<file path="src/rtl/toy_pack.sv">
// rtl/toy_pack.sv - shared widths, types and helpers for the fetch-engine update scheduler
package toy_pack;

    localparam int FE_UPD_IDX_W = 10;
    localparam int FE_UPD_TAG_W = 8;

    typedef struct packed {
        logic                    valid;
        logic [FE_UPD_TAG_W-1:0] tag;
        logic [1:0]              ctr;
    } fe_upd_entry_t;

    localparam int FE_UPD_DATA_W = $bits(fe_upd_entry_t);

    typedef struct packed {
        logic taken;
    } fe_bypass_t;

    typedef struct packed {
        logic [31:0] pc;
        fe_bypass_t  bypass;
        logic        taken_err;
    } fe_upd_pld_t;

    localparam logic [0:0] ST_IDLE   = 1'b0;
    localparam logic [0:0] ST_UPD_WR = 1'b1;

    // Two-bit saturating counter step; bounds are 0 and 3.
    function automatic logic [1:0] ctr_step(input logic [1:0] ctr, input logic up);
        logic [1:0] res;
        res = ctr;
        if (up && ctr != 2'b11) begin
            res = ctr + 2'b01;
        end else if (!up && ctr != 2'b00) begin
            res = ctr - 2'b01;
        end
        return res;
    endfunction

endpackage

</file>
<file path="src/rtl/toy_fe_upd_ctr_calc.sv">
// rtl/toy_fe_upd_ctr_calc.sv - combinational next-entry computation for a committed branch
module toy_fe_upd_ctr_calc
    import toy_pack::*;
#(
    parameter int IDX_W  = FE_UPD_IDX_W,
    parameter int TAG_W  = FE_UPD_TAG_W,
    parameter int DATA_W = 1 + TAG_W + 2
) (
    input  logic [DATA_W-1:0] rdata,
    input  logic [31:0]       pc,
    input  logic              taken,
    input  logic              taken_err,
    output logic [DATA_W-1:0] wdata
);

    logic             rd_valid;
    logic [TAG_W-1:0] rd_tag;
    logic [1:0]       rd_ctr;
    logic [TAG_W-1:0] pc_tag;
    logic             hit;
    logic [1:0]       new_ctr;

    assign rd_valid = rdata[DATA_W-1];
    assign rd_tag   = rdata[DATA_W-2:2];
    assign rd_ctr   = rdata[1:0];
    assign pc_tag   = pc[IDX_W+TAG_W+1:IDX_W+2];
    assign hit      = rd_valid && (rd_tag == pc_tag);

    // A mispredict or a miss re-allocates with a weak counter in the taken direction.
    always_comb begin
        new_ctr = ctr_step(rd_ctr, taken);
        if (taken_err || !hit) begin
            new_ctr = taken ? 2'b10 : 2'b01;
        end
    end

    assign wdata = {1'b1, pc_tag, new_ctr};

endmodule

</file>
<file path="src/rtl/toy_fe_upd_sched.sv">
// rtl/toy_fe_upd_sched.sv - arbitrates commit updates and fetch lookups onto one single-port table SRAM
module toy_fe_upd_sched
    import toy_pack::*;
#(
    parameter int STARVE_LIMIT = 4,
    parameter int IDX_W        = FE_UPD_IDX_W,
    parameter int TAG_W        = FE_UPD_TAG_W,
    parameter int DATA_W       = 1 + TAG_W + 2
) (
    input  logic              clk,
    input  logic              rst,
    input  logic              upd_vld,
    output logic              upd_rdy,
    input  fe_upd_pld_t       upd_pld,
    input  logic              upd_cancel_pend,
    input  logic              lkp_vld,
    output logic              lkp_rdy,
    input  logic [IDX_W-1:0]  lkp_idx,
    output logic              lkp_rsp_vld,
    output logic [DATA_W-1:0] lkp_rsp_data,
    output logic              sram_en,
    output logic              sram_we,
    output logic [IDX_W-1:0]  sram_addr,
    output logic [DATA_W-1:0] sram_wdata,
    input  logic [DATA_W-1:0] sram_rdata
);

    localparam int CNT_W = $clog2(STARVE_LIMIT + 1);
    localparam logic [CNT_W-1:0] LIMIT = CNT_W'(STARVE_LIMIT);

    logic [0:0]       state_q, state_d;
    logic [CNT_W-1:0] starve_q, starve_d;
    logic             rsp_vld_q, rsp_vld_d;
    fe_upd_pld_t      pld_q, pld_d;

    logic              idle;
    logic              upd_win;
    logic              lkp_win;
    logic              upd_issue;
    logic              live;
    logic [IDX_W-1:0]  upd_idx;
    logic [IDX_W-1:0]  wr_idx;
    logic [DATA_W-1:0] calc_wdata;

    assign idle      = (state_q == ST_IDLE);
    assign upd_win   = idle && upd_vld && (!lkp_vld || starve_q == LIMIT);
    assign lkp_win   = idle && lkp_vld && !upd_win;
    assign upd_issue = upd_win && !upd_cancel_pend;
    assign upd_idx   = upd_pld.pc[IDX_W+1:2];
    assign wr_idx    = pld_q.pc[IDX_W+1:2];

    // Every output is forced low while reset is held, which also kills an in-flight write.
    assign live = !rst;

    toy_fe_upd_ctr_calc #(
        .IDX_W  (IDX_W),
        .TAG_W  (TAG_W),
        .DATA_W (DATA_W)
    ) u_ctr_calc (
        .rdata     (sram_rdata),
        .pc        (pld_q.pc),
        .taken     (pld_q.bypass.taken),
        .taken_err (pld_q.taken_err),
        .wdata     (calc_wdata)
    );

    always_comb begin
        state_d   = state_q;
        starve_d  = starve_q;
        pld_d     = pld_q;
        rsp_vld_d = lkp_win;
        if (idle) begin
            if (upd_win) begin
                starve_d = '0;
                pld_d    = upd_pld;
                if (upd_issue) begin
                    state_d = ST_UPD_WR;
                end
            end else if (lkp_win && upd_vld && starve_q != LIMIT) begin
                starve_d = starve_q + 1'b1;
            end
        end else begin
            state_d = ST_IDLE;
        end
    end

    always_comb begin
        upd_rdy    = 1'b0;
        lkp_rdy    = 1'b0;
        sram_en    = 1'b0;
        sram_we    = 1'b0;
        sram_addr  = '0;
        sram_wdata = '0;
        if (live) begin
            if (idle) begin
                upd_rdy = upd_win;
                lkp_rdy = lkp_win;
                if (upd_issue) begin
                    sram_en   = 1'b1;
                    sram_addr = upd_idx;
                end else if (lkp_win) begin
                    sram_en   = 1'b1;
                    sram_addr = lkp_idx;
                end
            end else begin
                sram_en    = 1'b1;
                sram_we    = 1'b1;
                sram_addr  = wr_idx;
                sram_wdata = calc_wdata;
            end
        end
    end

    assign lkp_rsp_vld  = rsp_vld_q;
    assign lkp_rsp_data = rsp_vld_q ? sram_rdata : '0;

    always_ff @(posedge clk or posedge rst) begin
        if (rst) begin
            state_q   <= ST_IDLE;
            starve_q  <= '0;
            rsp_vld_q <= 1'b0;
            pld_q     <= '0;
        end else begin
            state_q   <= state_d;
            starve_q  <= starve_d;
            rsp_vld_q <= rsp_vld_d;
            pld_q     <= pld_d;
        end
    end

endmodule

</file>
<file path="config.mk">
export PLATFORM = sky130hd
export DESIGN_NAME = toy_fe_upd_sched
export DESIGN_NICKNAME = d
export VERILOG_FILES = /design/src/rtl/toy_pack.sv /design/src/rtl/toy_fe_upd_ctr_calc.sv /design/src/rtl/toy_fe_upd_sched.sv
export SDC_FILE = /design/constraint.sdc
export NUM_CORES = 1
export LEC_CHECK = 0
export CORE_MARGIN = 1.5
export CORE_UTILIZATION = 41
export DETAILED_ROUTE_END_ITERATION = 16
export PLACE_DENSITY = 0.87
export SETUP_SLACK_MARGIN = 0.1
export SLEW_MARGIN = 0
export SYNTH_ARGS = -nofsm -noshare
export SYNTH_HDL_FRONTEND = slang
export SYNTH_SLANG_ARGS = --single-unit
</file>
<file path="constraint.sdc">
create_clock -name clk -period 6.1 [get_ports clk]
set_input_delay 1.83 -clock clk [delete_from_list [all_inputs] [get_ports clk]]
set_output_delay 1.83 -clock clk [all_outputs]
set_load 0.01 [all_outputs]
</file>
# Yosys cells after proc, flatten, opt, wreduce, memory -nomap -nowiden
# Cells that the tools add are included.
dict set report word_totals {
  regBits 27
  out_inout_bits 37
}
dict set report op_classes {
  add_sub_neg 3
  n_eq_ne 4
  muxes 26
  n_bitwise 1
  reduce_logical 21
}
# cell count
set ops {}
lappend ops {{2-to-1 mux 10 bit} 4}
lappend ops {{2-to-1 mux 11 bit} 3}
lappend ops {{2-to-1 mux 1 bit} 13}
lappend ops {{logical AND 1 bit} 10}
lappend ops {{== test 8 bit} 1}
lappend ops {{2-to-1 mux 2 bit} 4}
lappend ops {{2-to-1 mux 3 bit} 2}
lappend ops {{zero test 1 bit} 5}
lappend ops {{AND reduction 2 bit} 2}
lappend ops {{nonzero test 2 bit} 2}
lappend ops {{adder 3 x 1 -> 3 bit (second input constant)} 1}
lappend ops {{== test 3 bit (second input constant)} 1}
lappend ops {{!= test 3 bit (second input constant)} 1}
lappend ops {{adder 2 x 1 -> 2 bit (second input constant)} 1}
lappend ops {{logical OR 1 bit} 2}
lappend ops {{!= test 2 bit (second input constant)} 1}
lappend ops {{subtractor 2 x 1 -> 2 bit (second input constant)} 1}
lappend ops {{NOT 1 bit} 1}

# Logic depth before layout (Yosys ltp)
# Gate-level depths: netlist of the first run.
dict set report depth {
  depth_word 9
  ltp_mapped 7
  depth_no_buf 6
}

# By module
# Synthesis of the first run repeated with hierarchy kept, for this count alone.
dict set report hier_totals {
  cells_unflattened 224
  area_unflattened_um2 2329.7
}
# mod instances cells_each area_each_um2 seq_area_each_um2
set by_module_without_submodules {}
lappend by_module_without_submodules {toy_fe_upd_sched 1 189 2047.0 975.9}
lappend by_module_without_submodules {toy_fe_upd_ctr_calc 1 35 282.8 0.0}

# Worst setup path before layout of the first run
# Ideal clock, no wire load.
dict set report synth_timing {
  path_kind {input to output}
  start {input sram_rdata[3]}
  end {output sram_wdata[0]}
  arrival_ns 2.691
  setup_slack_ns 1.579
  path_stages 4
  cell_sequence {xnor2_1 > nand4_1 > o41ai_1 > o311a_1}
}
dict set report synth_between {
  elab_chain_len 7
}
# item line_no
set synth_lines {}
lappend synth_lines {{start: declaration} toy_fe_upd_sched.sv:25} ;# input logic [DATA_W-1:0] sram_rdata
lappend synth_lines {{== test 8 bit} toy_fe_upd_ctr_calc.sv:27} ;# assign hit = rd_valid && (rd_tag == pc_tag);
lappend synth_lines {{logical AND 1 bit} toy_fe_upd_ctr_calc.sv:27}
lappend synth_lines {{zero test 1 bit} toy_fe_upd_ctr_calc.sv:32} ;# if (taken_err || !hit) begin
lappend synth_lines {{logical OR 1 bit} toy_fe_upd_ctr_calc.sv:32}
lappend synth_lines {{2-to-1 mux 2 bit} toy_fe_upd_ctr_calc.sv:32}
lappend synth_lines {{2-to-1 mux 11 bit} toy_fe_upd_sched.sv:95} ;# if (idle) begin
lappend synth_lines {{2-to-1 mux 11 bit} toy_fe_upd_sched.sv:94} ;# if (live) begin
lappend synth_lines {{end: declaration} toy_fe_upd_sched.sv:24} ;# output logic [DATA_W-1:0] sram_wdata,
# No other way between the ends.

# Worst setup path after layout of the first run
dict set report layout_timing {
  start {input upd_vld}
  end {output sram_addr[9]}
}
dict set report layout_between {
  elab_chain_len 8
  word_cells_on_any_way 9
}
# item line_no
set layout_lines {}
lappend layout_lines {{start: declaration} toy_fe_upd_sched.sv:12} ;# input logic upd_vld,
lappend layout_lines {{logical AND 1 bit * (2 in series)} toy_fe_upd_sched.sv:46} ;# assign upd_win = idle && upd_vld && (!lkp_vld || starve_q == LIMIT);
lappend layout_lines {{zero test 1 bit} toy_fe_upd_sched.sv:47} ;# assign lkp_win = idle && lkp_vld && !upd_win;
lappend layout_lines {{logical AND 1 bit} toy_fe_upd_sched.sv:47}
lappend layout_lines {{2-to-1 mux 10 bit} toy_fe_upd_sched.sv:101} ;# end else if (lkp_win) begin
lappend layout_lines {{2-to-1 mux 10 bit *} toy_fe_upd_sched.sv:98} ;# if (upd_issue) begin
lappend layout_lines {{2-to-1 mux 10 bit *} toy_fe_upd_sched.sv:95}
lappend layout_lines {{2-to-1 mux 10 bit *} toy_fe_upd_sched.sv:94}
lappend layout_lines {{end: declaration} toy_fe_upd_sched.sv:23} ;# output logic [IDX_W-1:0] sram_addr,
# Mark *: on every way between the ends. The rest lies on a longest branch, timed or not.

==> results.ini, run 1 <==
[layout]
multi_input_area_um2 = 907
n_antenna_cell = 0
fillCellCount = 309
nNetsFinal = 311
final_area_mm2 = 0.00252
final_util_pct = 67.3
drive_gt1_share_pct = 10.6
area.growth.synth_to_final_pct = 55.1
seq_area_um2 = 626

[clock_tree]
cts_root_buf = clkbuf_8
clkSinkCount = 25
cts_tree = done
cts_inserted_buffers = 3
postCtsHoldBufs = 0
clockBufferDepth = 2
clk_pin_slew_ns = 0.09
htreeDepth = 1
clock_latency_ns = 0.26
cts_setup_buffers = 0
cts_resized = 0

[timing]
slew_viol_final = 0
fin_crit_sh_pct = 94.6
slew_headroom_pct = 49.7
fin_hold_ws_ns = 0.502
tightest_slew_ns = 0.752
fin_ws_ns = 0.327
period_minus_slack_ns = 5.77
hold_viol_final = 0
timing.fmax_mhz = 173
clock_skew_ns = 0.00136
finalSetupViolations = 0
timing.setup.tns_ns = 0
rsz0062_at_grt = false

[synth]
yosysUniqueCellTypes = 35
ys.warnings.count = 0
synth-seq-cells = 25
syn_nets = 229
syn_area_mm2 = 0.00162
synthCells = 164
syn_area_per_cell_um2 = 9.90
ys_seq_area_share_pct = 38.5

[drt]
post_drt_via_cell_ratio = 5.14
drtIter0Drc = 56
drc = 0
first_pass_iters = 4
wl_per_cell_um = 15.1
via_count = 1505
routed_wl_um = 4410
postRouteAntennaNets = 0

[place]
placed_cell_area_mm2 = 0.00247
pre_cts_slack_ns = 0.327
hpwl_um = 3410
io_buffers = 82
gp_congestion = 0.728

[power]
power_leakage_nw = 1.06
powerDensity_mw_per_mm2 = 201
irDropWorstVdd_v = 0.000139

[global_route]
grt_usage_pct = 21.5
grt_overflow = 0
antenna_found_initial = 0
grt_pass1_vias = 1473
grt_start_max_net_pins = 26
grt_pass1_wl_um = 7220

[critical_path]
critPathBufInv = 3
crit_chain = clkdlybuf4s50_1 -> nand2b_4 -> a211oi_2 -> buf_4 -> a222oi_1 -> nor2_1 -> clkdlybuf4s50_1
critical_path_required_ns = 4.27
path_delay_family = buffers and inverters
startpoint = upd_vld
critical_path_class = primary input to primary output
reg2reg_slack_ns = 4.23
path_max_fanout = 8
regToRegStartpoint = state_q$_DFF_PP0_
reg2reg_depth = 3
crit_path_start_kind = primary input
critPathCaptureType = primary output
critical-path-slowest-cell = clkdlybuf4s50_1
r2r-end = pld_q[5]$_DFFE_PP0P_
crit_arrival_ns = 3.94
path_common_cell = clkdlybuf4s50_1
worstSetupEndpoint = sram_addr[9]
slowest_delay_ns = 0.62
path_depth = 7

[status]
status = completed

[worst_hold_path]
hp-start = pld_q[0]$_DFFE_PP0P_
hold_class = flop to flop

[die]
ios = 97
die_w_um = 65.9
start_util_pct = 43.4
rows = 22
die_area_mm2 = 0.00435
core_area_mm2 = 0.00374
die_h_um = 65.9

[job]
maxCapViolCount = 0

## synthesized netlist by cell type (all sizes together)
| library cell | number | share of area [%] |
|---|---|---|
| a32o | 1 | 0.69 |
| a311oi | 1 | 1.6 |
| a21oi | 1 | 1.0 |
| a21o | 1 | 0.46 |
| and2 | 20 | 7.7 |
| buf | 6 | 3.3 |
| nand2 | 30 | 7.1 |
| nand3b | 1 | 0.46 |
| xnor2 | 10 | 5.4 |
| nor2b | 2 | 0.77 |
| a222oi | 10 | 6.2 |
| xor2 | 1 | 0.54 |
| clkbuf | 3 | 0.69 |
| ha | 5 | 3.9 |
| inv | 7 | 1.6 |
| mux2 | 11 | 9.5 |
| o311a | 1 | 0.62 |
| dfrtp | 25 | 39 |
| and4 | 1 | 0.54 |
| nand4 | 2 | 0.77 |
| and3b | 1 | 0.54 |
| a21boi | 1 | 0.46 |
| o21ai | 1 | 0.31 |
| and3 | 1 | 0.39 |
| nand2b | 1 | 0.85 |
| nand3 | 2 | 0.62 |
| nor2 | 14 | 3.2 |
| a211oi | 2 | 1.2 |
| o41ai | 2 | 1.1 |
## through the flow
stage	power (mW)	instances
3_5_place_dp	0.410	289
5_1_grt	0.539	293
2_1_floorplan	0.327	164
6_report	0.507	293
4_1_cts	0.511	293
3_3_place_gp	0.402	289
## how the worst min path moves through the flow
| stage | end | slack [ns] | depth (start not counted) |
|---|---|---|---|
| after CTS | pld_q[0]$_DFFE_PP0P_ | 0.50 | 2 |
| after detailed placement | pld_q[0]$_DFFE_PP0P_ | 0.48 | 2 |
| final | pld_q[0]$_DFFE_PP0P_ | 0.50 | 2 |
| after global routing | pld_q[5]$_DFFE_PP0P_ | 0.54 | 1 |
| after floorplan | pld_q[0]$_DFFE_PP0P_ | 0.45 | 2 |
| after global placement | pld_q[0]$_DFFE_PP0P_ | 0.47 | 2 |
## layer usage
| metal | GRT usage [%] | share of wire, % | wire length, µm | up-vias |
|---|---|---|---|---|
| li1 | - | - | - | 732 |
| met1 | 27.4 | 42 | 1840 | 731 |
| met2 | 38.5 | 54 | 2380 | 38 |
| met3 | 1.87 | 2.8 | 125 | 4 |
| met4 | 6.12 | 1.3 | 57 | 0 |
| met5 | 0 | 0 | 0 | - |
## cell families after synthesis
family	Yosys count	share of synthesized area, %
DFF	25	38.5
xor gates and xnor gates	11	5.93
adders and majority gates	5	3.85
muxes	11	9.48
AOI/OAI and AO/OA	21	13.6
and+or+nand+nor	75	23.0
buffers and inverters	16	5.62
## area by class of cell
type / instances / share of cell area [%]
multi-input combinational: 123 / 36.0
clock buffer: 3 / 1.64
clock inverter: 1 / 0.298
tap: 48 / 2.38
timing repair buffer: 86 / 33.8
sequential: 25 / 24.8
inverter: 7 / 1.04
## worst register-to-register path, delay by kind of cell, from the launching register on
family	cells	cell delay, ns
AND/OR/NAND/NOR	1	0.29
flip-flops	1	0.67
AO/OA/AOI/OAI	1	0.43
multiplexers	1	0.39
## placed cells by master (no fill, tap or decap), types with 2 or more instances in the layout
cell,count
xnor2_1,10
clkbuf_8,3
nor2b_1,2
buf_4,4
ha_1,5
mux2_4,8
dfrtp_1,25
nand2_1,29
nand3_1,2
mux2_2,3
o41ai_1,2
clkdlybuf4s50_1,82
nand4_1,2
inv_1,6
a222oi_1,10
and2_1,20
nor2_1,14
## registers in the layout, summed over array words and instances (netlist names)
signal       cells
pld_q           20
starve_q         3
lkp_rsp_vld      1
state_q          1
## power breakdown
| part | internal (mW) | switching (mW) | total (mW) | leakage, nW |
|---|---|---|---|---|
| combinational | 0.108 | 0.0730 | 0.181 | 0.735 |
| sequential | 0.198 | 0.0289 | 0.227 | 0.305 |
| clock | 0.0462 | 0.0531 | 0.0993 | 0.0217 |
| total | 0.352 | 0.155 | 0.507 | 1.06 |
Power figures use the tool's default switching activity.
==> run 2, diff against run 1 <==
Settings changed: RECOVER_POWER set to 25, SLEW_MARGIN 0 to not set.
==> run 2 against run 1 <==
Net effect:
- via count about the same
- maximum frequency about the same
- die area unchanged
- sequential share of layout area increased by 0.074 points
- clock power increased by 0.6%
- setup slack got worse by 0.0041 ns
- utilization decreased by 0.20 points
- sequential cell count unchanged
- power about the same
- first-iteration DRC count increased by 36%
==> results.ini, run 2 (synthesis results as in run 1) <==
[die]
core_area_mm2 = 0.00374  ; unchanged
die_w_um = 65.9  ; unchanged
start_util_pct = 43.4  ; unchanged
rows = 22  ; unchanged
die_h_um = 65.9  ; unchanged
ios = 97  ; unchanged
die_area_mm2 = 0.00435  ; unchanged

[global_route]
grt_pass1_wl_um = 7220  ; unchanged
antenna_found_initial = 0  ; unchanged
grt_usage_pct = 21.5  ; unchanged
grt_overflow = 0  ; unchanged
grt_start_max_net_pins = 26  ; unchanged
grt_pass1_vias = 1473  ; unchanged

[clock_tree]
cts_tree = done  ; unchanged
clk_pin_slew_ns = 0.09  ; about the same
cts_root_buf = clkbuf_8  ; unchanged
clkSinkCount = 25  ; unchanged
cts_resized = 0  ; unchanged
clock_latency_ns = 0.26  ; about the same
clockBufferDepth = 2  ; unchanged
cts_inserted_buffers = 3  ; unchanged
cts_setup_buffers = 0  ; unchanged
postCtsHoldBufs = 0  ; unchanged
htreeDepth = 1  ; unchanged

[critical_path]
crit_arrival_ns = 3.95  ; was 3.94 ns
crit_chain = clkdlybuf4s50_1 -> nand2b_4 -> a211oi_2 -> buf_4 -> a222oi_1 -> nor2_1 -> clkdlybuf4s50_1  ; unchanged
path_common_cell = clkdlybuf4s50_1  ; unchanged
critical-path-slowest-cell = clkdlybuf4s50_1  ; unchanged
path_delay_family = buffers and inverters  ; unchanged
critPathCaptureType = primary output  ; unchanged
critical_path_required_ns = 4.27  ; about the same
slowest_delay_ns = 0.62  ; about the same
path_depth = 7  ; unchanged
reg2reg_depth = 3  ; unchanged
crit_path_start_kind = primary input  ; unchanged
critPathBufInv = 3  ; unchanged
critical_path_class = primary input to primary output  ; unchanged
path_max_fanout = 8  ; unchanged

[drt]
postRouteAntennaNets = 0  ; unchanged
wl_per_cell_um = 15.0  ; was 15.1 µm
drtIter0Drc = 76  ; was 56
via_count = 1506  ; was 1,505
drc = 0  ; unchanged
wl_met3_um = 118  ; was 125 µm
first_pass_iters = 4  ; unchanged
wl_met1_um = 1820  ; was 1840 µm
wl_met2_um = 2400  ; was 2380 µm
post_drt_via_cell_ratio = 5.14  ; about the same
routed_wl_um = 4390  ; was 4410 µm
highest_layer = met4  ; unchanged

[layout]
final_cell_mix = 81 x clkdlybuf4s50_1, 29 x nand2_1, 25 x dfrtp_1, 20 x and2_1, 14 x nor2_1  ; was 82 x clkdlybuf4s50_1, 29 x nand2_1, 25 x dfrtp_1, 20 x and2_1, 14 x nor2_1
largest_reg_flops = 20  ; unchanged
final_common_cell = clkdlybuf4s50_1  ; unchanged
area.growth.synth_to_final_pct = 54.6  ; was 55.1%
nNetsFinal = 311  ; unchanged
regMostFlops = pld_q  ; unchanged
n_antenna_cell = 0  ; unchanged
top_regs = pld_q x20, starve_q x3  ; unchanged
drive_gt1_share_pct = 9.80  ; was 10.6%

[timing]
tightest_slew_ns = 1.34  ; was 0.752 ns
rsz0062_at_grt = false  ; unchanged
slew_viol_final = 0  ; unchanged
period_minus_slack_ns = 5.78  ; was 5.77 ns
clock_skew_ns = 0.00250  ; was 0.00136 ns
hold_viol_final = 0  ; unchanged
fin_crit_sh_pct = 94.7  ; was 94.6%
timing.fmax_mhz = 173  ; about the same
finalSetupViolations = 0  ; unchanged
slew_headroom_pct = 10.8  ; was 49.7%
timing.setup.tns_ns = 0  ; unchanged

[power]
irDropWorstVdd_v = 0.000136  ; was 0.000139 V
powerDensity_mw_per_mm2 = 202  ; was 201 mW/mm²
power_leakage_nw = 1.05  ; was 1.06 nW
fin_total_pwr_mw = 0.507  ; about the same

[job]
maxCapViolCount = 0  ; unchanged

[worst_hold_path]
hold_path_depth = 2  ; unchanged
hold_class = flop to flop  ; unchanged

[status]
status = completed  ; unchanged

[place]
io_buffers = 82  ; unchanged
gp_congestion = 0.728  ; unchanged
hpwl_um = 3410  ; unchanged

## run 2: changes by cell type in the layout (fill, tap and decap cells not counted)
cell,change
clkbuf_1,+2
clkdlybuf4s50_1,-1
dlygate4sd3_1,+1
buf_4,-2
## run 2: layout make-up
cell class,instances,area (µm²)
clock buffer,3,41.3
clock inverter,1,7.51
fill,312,1230
inverter,7,26.3
multi-input combinational,123,907
sequential,25,626
tap,48,60.1
timing repair buffer,86,843
## run 2: power by group
part	total (mW)	switching [mW]	internal, mW	leakage [nW]
registers	0.227	0.0291	0.198	0.305
clock network	0.0999	0.0537	0.0462	0.0217
logic	0.180	0.0728	0.107	0.728
total	0.507	0.156	0.351	1.05
## run 2: tightest hold or removal path, delay by kind of cell (launching register included)
family | cells | cell delay, ns
AND/OR/NAND/NOR | 2 | 0.11
flip-flops | 1 | 0.37
## run 2: final timing paths
kind | start | endpoint | slack (ns)
min reg2reg | pld_q[0]$_DFFE_PP0P_ | pld_q[0]$_DFFE_PP0P_ | 0.51
max | upd_vld | sram_addr[9] | 0.32
min in group asynchronous | rst | pld_q[6]$_DFFE_PP0P_ | 2.83
max in group asynchronous | rst | pld_q[18]$_DFFE_PP0P_ | 2.48
min | pld_q[0]$_DFFE_PP0P_ | pld_q[0]$_DFFE_PP0P_ | 0.51
max reg2reg | state_q$_DFF_PP0_ | pld_q[5]$_DFFE_PP0P_ | 4.22
## run 2: per-layer routing
metal | track usage (%) | vias to the layer above
li1 | - | 730
met1 | 27.4 | 734
met2 | 38.5 | 38
met3 | 1.87 | 4
met4 | 6.12 | 0
met5 | 0 | -
## run 2: metrics by stage
stage          instance area, µm²  setup slack [ns]  hold slack [ns]  instances  utilization [%]
4_1_cts                      2520             0.318            0.504        293             67.3
2_1_floorplan                1620              1.58            0.451        164                -
3_5_place_dp                 2470             0.327            0.483        289             66.0
5_1_grt                      2510             0.203            0.545        293             67.1
6_report                     2510             0.323            0.508        293             67.1
3_3_place_gp                 2470             0.360            0.467        289             66.0
==> run 3, diff against run 2 <==
--- a/config.mk
+++ b/config.mk
@@ -7,7 +7,8 @@
 export LEC_CHECK = 0
 export CORE_MARGIN = 1.5
-export CORE_UTILIZATION = 41
+export CORE_UTILIZATION = 45
 export DETAILED_ROUTE_END_ITERATION = 16
-export PLACE_DENSITY = 0.87
+export DONT_BUFFER_PORTS = 1
+export GPL_ROUTABILITY_DRIVEN = 0
 export RECOVER_POWER = 25
 export SETUP_SLACK_MARGIN = 0.1
==> constraint.sdc (replaced) <==
create_clock -name clk -period 6.1 [get_ports clk]
set_input_delay 1.22 -clock clk [delete_from_list [all_inputs] [get_ports clk]]
set_output_delay 1.22 -clock clk [all_outputs]
set_load 0.01 [all_outputs]
==> run 3 against run 2 <==
Net effect:
- the run now ends with max-capacitance violations, max-slew violations left
- setup slack gained 1.5 ns
- clock power shrank 25%
- sequential cell count is the same
- via count shrank 20%
- critical path depth shrank 4
- count of clock-buffer cells in the layout is the same
- register-to-register slack lost 0.84 ns
- combinational power shrank 38%
- power shrank 19%
- highest routed layer unchanged
==> results.ini, run 3 (synthesis results as in run 1) <==
[layout]
nNetsFinal = 225  ; was 311
multi_input_area_um2 = 871  ; was 907 µm²
regMostFlops = pld_q  ; unchanged
seq_area_um2 = 626  ; unchanged
top_regs = pld_q x20, starve_q x3  ; unchanged
drive_gt1_share_pct = 11.9  ; was 9.80%
n_antenna_cell = 0  ; unchanged
final_util_pct = 47.4  ; was 67.1%
area.growth.synth_to_final_pct = -1.00  ; was 54.6%
largest_reg_flops = 20  ; unchanged
final_common_cell = nand2_1  ; was clkdlybuf4s50_1
final_cell_mix = 29 x nand2_1, 25 x dfrtp_1, 20 x and2_1, 14 x nor2_1  ; was 81 x clkdlybuf4s50_1, 29 x nand2_1, 25 x dfrtp_1, 20 x and2_1, 14 x nor2_1
fillCellCount = 333  ; was 312

[global_route]
grt_start_max_net_pins = 27  ; was 26
grt_overflow = 0  ; unchanged
grt_pass1_vias = 1203  ; was 1,473
antenna_found_initial = 0  ; unchanged
grt_usage_pct = 17.3  ; was 21.5%
grt_pass1_wl_um = 5470  ; was 7220 µm

[job]
maxCapViolCount = 2  ; was 0

[power]
switchingPower_mw = 0.132  ; was 0.156 mW
combPwrFrac_pct = 27.2  ; was 35.5%
seqPwrFrac_pct = 54.5  ; was 44.8%
p_clk_share_pct = 18.3  ; was 19.7%
power_leakage_nw = 0.724  ; was 1.05 nW
swShare_pct = 32.1  ; was 30.7%
internal_power_mw = 0.279  ; was 0.351 mW
powerDensity_mw_per_mm2 = 256  ; was 202 mW/mm²
irDropWorstVdd_v = 0.000109  ; was 0.000136 V

[status]
status = finished, violations left  ; was completed
violations = max-capacitance violations, max-slew violations

[critical_path]
regToRegStartpoint = state_q$_DFF_PP0_  ; unchanged
path_max_fanout = 14  ; was 8
crit_arrival_ns = 3.06  ; was 3.95 ns
crit_path_start_kind = primary input  ; unchanged
reg2reg_slack_ns = 3.38  ; was 4.22 ns
reg2reg_depth = 3  ; unchanged
critical_path_required_ns = 4.88  ; was 4.27 ns
critPathCaptureType = primary output  ; unchanged
critical_path_class = primary input to primary output  ; unchanged
r2r-end = pld_q[11]$_DFFE_PP0P_  ; was pld_q[5]$_DFFE_PP0P_

[timing]
fin_ws_ns = 1.82  ; was 0.323 ns
finalSetupViolations = 0  ; unchanged
timing.fmax_mhz = 233  ; was 173 MHz
tightest_slew_ns = 1.80  ; was 1.34 ns
timing.setup.tns_ns = 0  ; unchanged
slew_viol_final = 34  ; was 0
fin_hold_ws_ns = 0.508  ; about the same
period_minus_slack_ns = 4.28  ; was 5.78 ns
hold_viol_final = 0  ; unchanged
clock_skew_ns = 0.00621  ; was 0.00250 ns
fin_crit_sh_pct = 70.2  ; was 94.7%
slew_headroom_pct = -20.2  ; was 10.8%
rsz0062_at_grt = false  ; unchanged

[drt]
first_pass_iters = 4  ; unchanged
routed_wl_um = 3360  ; was 4390 µm
drc = 0  ; unchanged
post_drt_via_cell_ratio = 5.84  ; was 5.14
drtIter0Drc = 52  ; was 76
via_count = 1198  ; was 1,506
postRouteAntennaNets = 0  ; unchanged
wl_per_cell_um = 16.4  ; was 15.0 µm

[clock_tree]
cts_resized = 0  ; unchanged
clk_pin_slew_ns = 0.13  ; was 0.09 ns
cts_tree = done  ; unchanged
htreeDepth = 1  ; unchanged
cts_inserted_buffers = 3  ; unchanged
clock_latency_ns = 0.32  ; was 0.26 ns
postCtsHoldBufs = 0  ; unchanged
cts_setup_buffers = 0  ; unchanged
clockBufferDepth = 2  ; unchanged
clkSinkCount = 25  ; unchanged
cts_root_buf = clkbuf_4  ; was clkbuf_8

[place]
hpwl_um = 2560  ; was 3410 µm
pre_cts_slack_ns = 2.50  ; was 0.327 ns
io_buffers = 0  ; was 82

[die]
start_util_pct = 47.9  ; was 43.4%
die_w_um = 63.1  ; was 65.9 µm
core_area_mm2 = 0.00339  ; was 0.00374 mm²
die_area_mm2 = 0.00398  ; was 0.00435 mm²
die_h_um = 63.1  ; was 65.9 µm
rows = 21  ; was 22
ios = 97  ; unchanged

[worst_hold_path]
whs_endpoint = pld_q[0]$_DFFE_PP0P_  ; unchanged
hold_class = flop to flop  ; unchanged
hp-start = pld_q[0]$_DFFE_PP0P_  ; unchanged
hold_path_depth = 2  ; unchanged

[run 3: changes by cell type in the layout (fill, tap and decap cells not counted), moves of 2 or more]
cell,delta
buf_4,-2
clkbuf_1,-2
clkbuf_4,+3
clkbuf_8,-3
clkdlybuf4s50_1,-81
[run 3: worst max path at each step]
stage                  start  slack [ns]  depth (start not counted)             to
6_report             upd_vld        1.82                          3   sram_addr[7]
5_1_grt              upd_vld        1.61                          3   sram_addr[7]
4_1_cts                  rst        2.49                          2  sram_wdata[1]
3_5_place_dp             rst        2.50                          2  sram_wdata[1]
3_3_place_gp         upd_vld        2.52                          4   sram_addr[0]
2_1_floorplan  sram_rdata[3]        2.80                          4  sram_wdata[0]
[run 3: power groups by stage]
stage | clock [mW] | sequential, mW | combinational (mW)
6_report | 0.0752 | 0.224 | 0.112
2_1_floorplan | 0 | 0.219 | 0.108
3_5_place_dp | 0 | 0.228 | 0.116
4_1_cts | 0.0798 | 0.225 | 0.117
3_3_place_gp | 0 | 0.226 | 0.113
5_1_grt | 0.0857 | 0.230 | 0.124
[run 3: layout make-up]
cell class	count	area share (%)
multi-input cells	123	54.2
flip-flops and latches	25	38.9
well taps	46	3.58
inverters	7	1.63
clock buffers	3	1.40
clock inverters	1	0.311
[run 3: worst max-delay path, cell delays in order]
cell and delay [ns]:
a311oi_1 1.30, a222oi_1 0.26, nor2_1 0.28
[run 3: metal layers]
metal  GRT usage [%]  up-vias  share of wire (%)
met5               0        -                  0
met4            5.00        0                1.1
met3            3.04        4                8.2
met2            32.7       72                 50
met1            19.8      562                 41
li1                -      560                  -
[run 3: through the flow]
| step | cell area (µm²) | power [mW] | cells |
|---|---|---|---|
| 5_1_grt | 1610 | 0.440 | 205 |
| 4_1_cts | 1640 | 0.421 | 205 |
| 2_1_floorplan | 1620 | 0.327 | 164 |
| 6_report | 1610 | 0.411 | 205 |
| 3_3_place_gp | 1620 | 0.339 | 201 |
| 3_5_place_dp | 1620 | 0.344 | 201 |
